## config.mk

```make
export PLATFORM = sky130hd
export DESIGN_NAME = zrb_uart_receiver
export DESIGN_NICKNAME = d
export VERILOG_FILES = /design/src/rtl/zrb_uart_pkg.sv /design/src/rtl/zrb_sync2.sv /design/src/rtl/zrb_uart_receiver.sv
export SDC_FILE = /design/constraint.sdc
export NUM_CORES = 1
export LEC_CHECK = 0
export BUFFER_PORTS_ARGS = -buffer_cell sky130_fd_sc_hd__clkbuf_2
export CAP_MARGIN = 5
export CELL_PAD_IN_SITES_DETAIL_PLACEMENT = 2
export CELL_PAD_IN_SITES_GLOBAL_PLACEMENT = 2
export CORE_MARGIN = 5
export CORE_UTILIZATION = 31
export CTS_CLUSTER_SIZE = 28
export DETAILED_ROUTE_END_ITERATION = 7
export PLACE_DENSITY_LB_ADDON = 0.05
export SLEW_MARGIN = 20
export SYNTH_ARGS = -nofsm -noshare
export SYNTH_HDL_FRONTEND = slang
export SYNTH_SLANG_ARGS = --single-unit
```

## constraint.sdc

```tcl
create_clock -name clk -period 1.7 [get_ports clk]
set_input_delay 0.085 -clock clk [delete_from_list [all_inputs] [get_ports clk]]
set_output_delay 0.085 -clock clk [all_outputs]
set_load 0.02 [all_outputs]
```

## src/rtl/zrb_uart_pkg.sv

```systemverilog
// Shared UART receive definitions: FSM states, oversampling constants, majority helper.
// Pure declarations; no logic or timing of its own.
package zrb_uart_pkg;

  typedef enum logic [2:0] {
    ST_IDLE  = 3'd0,
    ST_START = 3'd1,
    ST_DATA  = 3'd2,
    ST_STOP  = 3'd3,
    ST_BREAK = 3'd4
  } state_e;

  localparam int         OVERSAMPLE = 8;
  localparam int         CNT_W      = 3;
  localparam logic [2:0] SMP_A      = 3'd3;
  localparam logic [2:0] SMP_B      = 3'd4;
  localparam logic [2:0] SMP_C      = 3'd5;
  localparam logic [2:0] CNT_LAST   = 3'd7;

  function automatic logic maj3(input logic a, input logic b, input logic c);
    return (a & b) | (a & c) | (b & c);
  endfunction

endpackage

```

## src/rtl/zrb_sync2.sv

```systemverilog
// Two-flop synchronizer for one asynchronous input, parameterised reset value.
// Latency 2 clk; no flow control.
module zrb_sync2 #(
  parameter logic RESET_VAL = 1'b1
) (
  input  logic clk,
  input  logic reset,
  input  logic d,
  output logic q
);

  logic meta_q, meta_d;
  logic sync_q, sync_d;

  always_comb begin
    meta_d = d;
    sync_d = meta_q;
  end

  always_ff @(posedge clk) begin
    if (!reset) begin
      meta_q <= RESET_VAL;
      sync_q <= RESET_VAL;
    end else begin
      meta_q <= meta_d;
      sync_q <= sync_d;
    end
  end

  assign q = sync_q;

endmodule

```

## src/rtl/zrb_uart_receiver.sv

```systemverilog
// 8N1 UART receiver, 8x oversampled; valid/frame_error pulse 1 clk after the stop-bit decision tick.
// No backpressure: consumer must take data_out on valid. ZRB_UART_RX_MAJORITY_EN selects 2-of-3 bit voting.
module zrb_uart_receiver
  import zrb_uart_pkg::*;
#(
  parameter int DATA_BITS = 8
) (
  input  logic                 clk,
  input  logic                 reset,
  input  logic                 sample_tick,
  input  logic                 rx,
  output logic [DATA_BITS-1:0] data_out,
  output logic                 valid,
  output logic                 frame_error,
  output logic                 busy
);

  localparam int             IDX_W    = (DATA_BITS > 1) ? $clog2(DATA_BITS) : 1;
  localparam logic [IDX_W-1:0] IDX_LAST = IDX_W'(DATA_BITS - 1);

  logic rx_s;

  zrb_sync2 #(.RESET_VAL(1'b1)) u_rx_sync (
    .clk   (clk),
    .reset (reset),
    .d     (rx),
    .q     (rx_s)
  );

  state_e               state_q, state_d;
  logic [CNT_W-1:0]     cnt_q, cnt_d;
  logic [IDX_W-1:0]     idx_q, idx_d;
  logic [DATA_BITS-1:0] shift_q, shift_d;
  logic [DATA_BITS-1:0] data_out_q, data_out_d;
  logic                 valid_q, valid_d;
  logic                 frame_error_q, frame_error_d;
  logic                 bit_val;
  logic                 decide;

  assign decide = sample_tick && (cnt_q == SMP_C);

`ifdef ZRB_UART_RX_MAJORITY_EN
  logic smp_a_q, smp_a_d;
  logic smp_b_q, smp_b_d;

  always_comb begin
    smp_a_d = smp_a_q;
    smp_b_d = smp_b_q;
    if (sample_tick && cnt_q == SMP_A) smp_a_d = rx_s;
    if (sample_tick && cnt_q == SMP_B) smp_b_d = rx_s;
  end

  always_ff @(posedge clk) begin
    if (!reset) begin
      smp_a_q <= 1'b1;
      smp_b_q <= 1'b1;
    end else begin
      smp_a_q <= smp_a_d;
      smp_b_q <= smp_b_d;
    end
  end

  // Third vote is the live sample at the decision tick.
  assign bit_val = maj3(smp_a_q, smp_b_q, rx_s);
`else
  assign bit_val = rx_s;
`endif

  always_comb begin
    state_d       = state_q;
    cnt_d         = cnt_q;
    idx_d         = idx_q;
    shift_d       = shift_q;
    data_out_d    = data_out_q;
    valid_d       = 1'b0;
    frame_error_d = 1'b0;

    if (sample_tick) begin
      cnt_d = cnt_q + 3'd1;
      case (state_q)
        ST_IDLE: begin
          cnt_d = '0;
          // The detect tick itself is bit-tick 0, so the next tick is 1.
          if (!rx_s) begin
            state_d = ST_START;
            cnt_d   = 3'd1;
          end
        end
        ST_START: begin
          if (decide && bit_val) begin
            state_d = ST_IDLE;
            cnt_d   = '0;
          end else if (cnt_q == CNT_LAST) begin
            state_d = ST_DATA;
            idx_d   = '0;
          end
        end
        ST_DATA: begin
          if (decide) begin
            shift_d                = shift_q >> 1;
            shift_d[DATA_BITS-1]   = bit_val;
          end
          if (cnt_q == CNT_LAST) begin
            if (idx_q == IDX_LAST) state_d = ST_STOP;
            else                   idx_d   = idx_q + IDX_W'(1);
          end
        end
        ST_STOP: begin
          if (decide) begin
            cnt_d = '0;
            if (bit_val) begin
              // Leave half a bit early so the next start edge is caught promptly.
              state_d    = ST_IDLE;
              data_out_d = shift_q;
              valid_d    = 1'b1;
            end else begin
              state_d       = ST_BREAK;
              frame_error_d = 1'b1;
            end
          end
        end
        ST_BREAK: begin
          cnt_d = '0;
          if (rx_s) state_d = ST_IDLE;
        end
        default: begin
          state_d = ST_IDLE;
          cnt_d   = '0;
        end
      endcase
    end
  end

  always_ff @(posedge clk) begin
    if (!reset) begin
      state_q       <= ST_IDLE;
      cnt_q         <= '0;
      idx_q         <= '0;
      shift_q       <= '0;
      data_out_q    <= '0;
      valid_q       <= 1'b0;
      frame_error_q <= 1'b0;
    end else begin
      state_q       <= state_d;
      cnt_q         <= cnt_d;
      idx_q         <= idx_d;
      shift_q       <= shift_d;
      data_out_q    <= data_out_d;
      valid_q       <= valid_d;
      frame_error_q <= frame_error_d;
    end
  end

  assign data_out    = data_out_q;
  assign valid       = valid_q;
  assign frame_error = frame_error_q;
  assign busy        = (state_q != ST_IDLE);

endmodule

```

---- After elaboration in Yosys (flattened, before gate mapping) ----
Cells that the tools add are included.
word-level totals
  register bits after elaboration ......... 29
  input bits .............................. 4
  output and inout port bits .............. 11
  logic and storage cells ................. 57
operators by class
  add/subtract/negate cells ............... 2
  eq/ne operators ......................... 16
  multiplexer cells ....................... 20
  reduce and logical (&&, ||, !) cells .... 10
operators by type and width
  cell                   count
  $mux W3                14
  $pmux W3 S5            1
  $ne A2 B2 Y1 const B   7
  $eq A3 B3 Y1 const B   4
  $pmux W3 S4            1
  $reduce_and A4 Y1      2
  $reduce_and A7 Y1      1
  $add A3 B1 Y3 const B  2
  $eq A3 B2 Y1 const B   2
  $pmux W3 S2            1
  $reduce_and A6 Y1      1
  $eq A3 B1 Y1 const B   1
  $logic_not A3 Y1       1
  $mux W1                3
  $ne A3 B3 Y1 const B   1
  $reduce_and A3 Y1      1
  $reduce_bool A3 Y1     1
  $logic_and A1 B1 Y1    2
  $ne A2 B1 Y1 const B   1
  $reduce_bool A2 Y1     1

---- Longest topological paths before layout ----
  word-level depth ........................ 5
  mapped depth ............................ 7
  mapped depth without buffers ............ 6

---- Cells and area by module ----
Synthesis repeated with hierarchy kept, for this count alone.
unflattened totals
  cell total of the unflattened synthesis .. 135
  area total of the unflattened synthesis .. 1301.2 µm²
by module, submodules not included
  module             instances  cells each  area each (µm²)  sequential area each (µm²)
  zrb_uart_receiver  1          131         1248.7           540.5
  zrb_sync2          1          4           52.6             40.0

---- Least setup slack after synthesis ----
Ideal clock, no wire load.
  path kind ............................... register to register
  start ................................... register idx_q[0]
  end ..................................... register idx_q[2]
  library setup time ...................... 72 ps
  data arrival time ....................... 1613 ps
  data required time ...................... 1628 ps
  slack ................................... 15 ps
  cell stages (with the launch flop) ...... 8
  period minus slack after synthesis ...... 1685 ps
  path through ............................ dfxtp_1 > ha_1 > ha_1 > or3b_2 > o31ai_1 > and3_1 > buf_2 > mux2i_1
on the way
  word-level cells in the longest chain between the ends .. 4
ends and longest elaborated chain
  what                    RTL line                  RTL
  start, declared         zrb_uart_receiver.sv:32   logic [IDX_W-1:0] idx_q, idx_d;
  start signal, assigned  zrb_uart_receiver.sv:146  idx_q <= idx_d;
  $add A3 B1 Y3           zrb_uart_receiver.sv:105  else idx_d = idx_q + IDX_W'(1);
  $mux W3                 zrb_uart_receiver.sv:104  if (idx_q == IDX_LAST) state_d = ST_STOP;
  $mux W3                 zrb_uart_receiver.sv:103  if (cnt_q == CNT_LAST) begin
  $pmux W3 S2             zrb_uart_receiver.sv:80   case (state_q)
Several ways; a longest one is shown, not always the timed one. The select of a mux whose other input is x is not followed.
A chain may end at the register's enable or synchronous reset.

---- Final worst setup path ----
  start ................................... register cnt_q[0]
  end ..................................... register state_q[2]
on the way
  word-level cells in the longest chain between the ends .. 5
ends and longest elaborated chain
  what                                                        RTL line                  RTL
  start, declared                                             zrb_uart_receiver.sv:31   logic [CNT_W-1:0] cnt_q, cnt_d;
  start signal, assigned                                      zrb_uart_receiver.sv:145  cnt_q <= cnt_d;
  $eq A3 B3 Y1                                                zrb_uart_receiver.sv:40   assign decide = sample_tick && (cnt_q == SMP_C);
  $logic_and A1 B1 Y1                                         zrb_uart_receiver.sv:40
  $logic_and A1 B1 Y1                                         zrb_uart_receiver.sv:90   if (decide && bit_val) begin
  $ne A3 B3 Y1 (no line) or $mux W3 (tied branches)           --
  $reduce_and A7 Y1 (no line) or $pmux W3 S5 (tied branches)  --
  end signal, assigned                                        zrb_uart_receiver.sv:144  state_q <= state_d;
  end, declared                                               zrb_uart_receiver.sv:30   state_e state_q, state_d;
Several ways; a longest one is shown, not always the timed one.

==> reports/metrics.cfg <==
[setup_path]
slowest_stage = dfxtp_2
cp.depth = 6
r2r_setup_slack_ns = 0.09
required_ns = 1.90
cpPeakStageDelay_ns = 0.33
r2r_end = state_q[2]
critPathMaxFanout = 5
crit_path_frequent_cell = ha_1
crit_buf_inv = 1
path_delay_family = compound AO/OA/AOI/OAI gates
worstSetupStartpointType = flop
r2r-start = cnt_q[0]
reg2reg_depth = 6
endpoint_kind = flop
arrival_ns = 1.81
worstSetupPathType = flop to flop
cp_cell_sequence = ha_1 > ha_1 > buf_4 > o221a_4 > a21bo_1 > a21oi_2

[worst_hold_path]
hp-start = reset
hold_end = u_rx_sync.meta_q
holdPathStages = 2
worstHoldPathType = input pin to flop

[timing]
tightest_slew_ns = 0.3739
finalCriticalPeriod_ns = 1.607
final-max-slew-violation-count = 0
skew_ns = 0.008672
hold_viol_final = 0
finalSetupViolations = 0
max_freq_mhz = 622.4
slew_headroom_pct = 74.96
rsz0062_at_grt = true
fin_crit_sh_pct = 94.52

[cells_and_area]
num-fill-cells = 478
syn2layout_area_growth_pct = 23.64
fin_util_pct = 39.99
fin_nets = 179
seq_area_um2 = 589.3
fin_cells = 219
drive_gt1_share_pct = 33.14
antenna_cells = 0
multi_input_area_um2 = 685.7

[global_route]
first_global_vias = 1273
antenna_found_initial = 0
grt_usage_pct = 14.95
grt_pass1_wl_um = 6182
grt_max_degree = 20
grt-ovfl-total = 0

[synthesis]
netlist_area_mm2 = 0.001313
synth.distinct_cells = 41
ys_ff_latch = 29
syn_inst = 143
yosysWarnings = 0
synth.net_count = 152
syn_area_per_cell_um2 = 9.178
yosysSeqAreaShare_pct = 44.23

[detailed_routing]
wl_per_cell_um = 15.83
wl_met1_um = 1457
drc_errors = 0
via_per_inst = 5.100
maxUsedRoutingLayer = met4
wl_met3_um = 125
vias = 1117
first_iter_violations = 51
route.met2.wl_um = 1815
ant_nets = 0
drt-total-wl_um = 3466
first_pass_iters = 4

[status]
status = finished clean

[pwr]
finalPower_mw = 1.290
ir_drop_uv = 470.6
p_leak_nw = 0.6301
power-per-cell-area_mw_per_mm2 = 795.1

[floorplan]
die_h_um = 75.07
fp.dieW_um = 75.07
start_util_pct = 32.35
ios = 15
coreArea_mm2 = 0.004058
rows = 23
fp.dieArea_mm2 = 0.005636

[clock_tree]
clk_path_buf_depth = 2
cts-buffers-inserted = 5
cts_tree = done
path_clk_slew_ns = 0.06
clk_latency_ns = 0.28
h-tree-depth = 2
root_buffer = clkbuf_8
cts_sinks = 29

[place]
gp_congestion = 0.7424
io_buffer_count = 14
hpwl_um = 2580
place_inst = 212

[job]
drv_cap = 0

repair_timing:
item                                   4_1_cts  5_1_grt
endpoints found under the hold margin        1        0
buffers inserted                             0        0
pin swaps                                    1        5
setup endpoints to repair                    3       14
hold buffers                                 1        0
resized for setup                            4       13
cell families (layout without fill, tap and decap cells):
kind of cell,after synthesis,after routing,synth area share (%)
DFF,29,29,44.23
and+or+nand+nor,51,51,20.40
buffers and inverters,14,40,5.242
AOI/OAI and AO/OA,30,30,14.78
xor gates and xnor gates,1,1,0.6674
muxes,13,13,9.914
adders and majority gates,5,5,4.766
layout by cell type, fill, tap and decap left out, types with 2 or more instances in the layout:
master and count:
nand3b_1 2, o21ai_0 10, nand2_1 15, dfxtp_1 22, or3_2 2, nand3_1 3
a21oi_1 9, mux2i_1 13, inv_1 4, nor2_1 12, nand2b_1 2, clkbuf_8 5
ha_2 2, clkbuf_2 14, dfxtp_2 7, ha_1 3, or3b_4 2, buf_4 14
sequential cells by signal, indices dropped and copies added (netlist names):
register,cells
u_rx_sync.meta_q,1
state_q,3
valid,1
idx_q,3
frame_error,1
cnt_q,3
data_out,8
u_rx_sync.q,1
shift_q,8
synth_stat cells (all sizes together):
library cell / number / area, um2
a21bo: 1 / 10.01
a21oi: 10 / 53.80
a311oi: 1 / 8.760
a31oi: 1 / 6.260
and2: 1 / 6.260
and3: 3 / 18.77
and4: 1 / 8.760
buf: 5 / 33.78
clkbuf: 5 / 20.01
dfxtp: 29 / 580.6
ha: 5 / 62.56
inv: 4 / 15.01
mux2i: 13 / 130.1
nand2: 15 / 56.30
nand2b: 2 / 12.51
nand3: 3 / 15.01
nand3b: 2 / 15.01
nand4: 1 / 6.260
nor2: 12 / 45.04
nor2b: 1 / 6.260
nor3: 1 / 5.000
nor3b: 1 / 7.510
nor4: 1 / 6.260
o2111ai: 1 / 8.760
o211ai: 1 / 7.510
o21ai: 11 / 55.05
o221a: 1 / 20.02
o22ai: 1 / 6.260
o31a: 1 / 10.01
o31ai: 1 / 7.510
or2b: 1 / 7.510
or3: 2 / 15.01
or3b: 2 / 20.02
or4: 2 / 16.27
xor2: 1 / 8.760
power by group:
group | internal [mW] | switching, mW
sequential | 0.686 | 0.00833
clock | 0.268 | 0.249
combinational | 0.0376 | 0.0416
worst max path at each step:
stage / from / end
floorplan: idx_q[0] / idx_q[2]
global placement: idx_q[0] / idx_q[2]
detailed placement: idx_q[0] / idx_q[0]
CTS: cnt_q[1] / state_q[1]
global route: cnt_q[1] / idx_q[1]
finish: cnt_q[0] / state_q[2]
stage by stage:
step / cell area [um2] / setup TNS [ns] / setup slack, ns / hold WS (ns)
floorplan: 1313 / 0 / 0.01533 / 0.1865
global placement: 1504 / 0 / 0.009839 / 0.2691
detailed placement: 1504 / -0.2189 / -0.08005 / 0.2740
CTS: 1598 / 0 / 0.01165 / 0.1085
global route: 1623 / -0.08411 / -0.03967 / 0.1378
finish: 1623 / 0 / 0.09320 / 0.1119
layout make-up:
class	count	share of cell area [%]
well taps	50	3.855
clock inverters	1	0.3084
inverters	4	0.9252
clock buffers	5	4.241
multi-input cells	100	42.25
flip-flops and latches	29	36.31
repair buffers	30	12.10
per-layer routing:
layer / track usage, % / vias up
met1: 16.04 / 545
met4: 6.917 / 0
li1: - / 551
met3: 5.073 / 5
met2: 26.31 / 16
met5: 0 / -
Note: power is estimated with default switching activity, not from simulation.
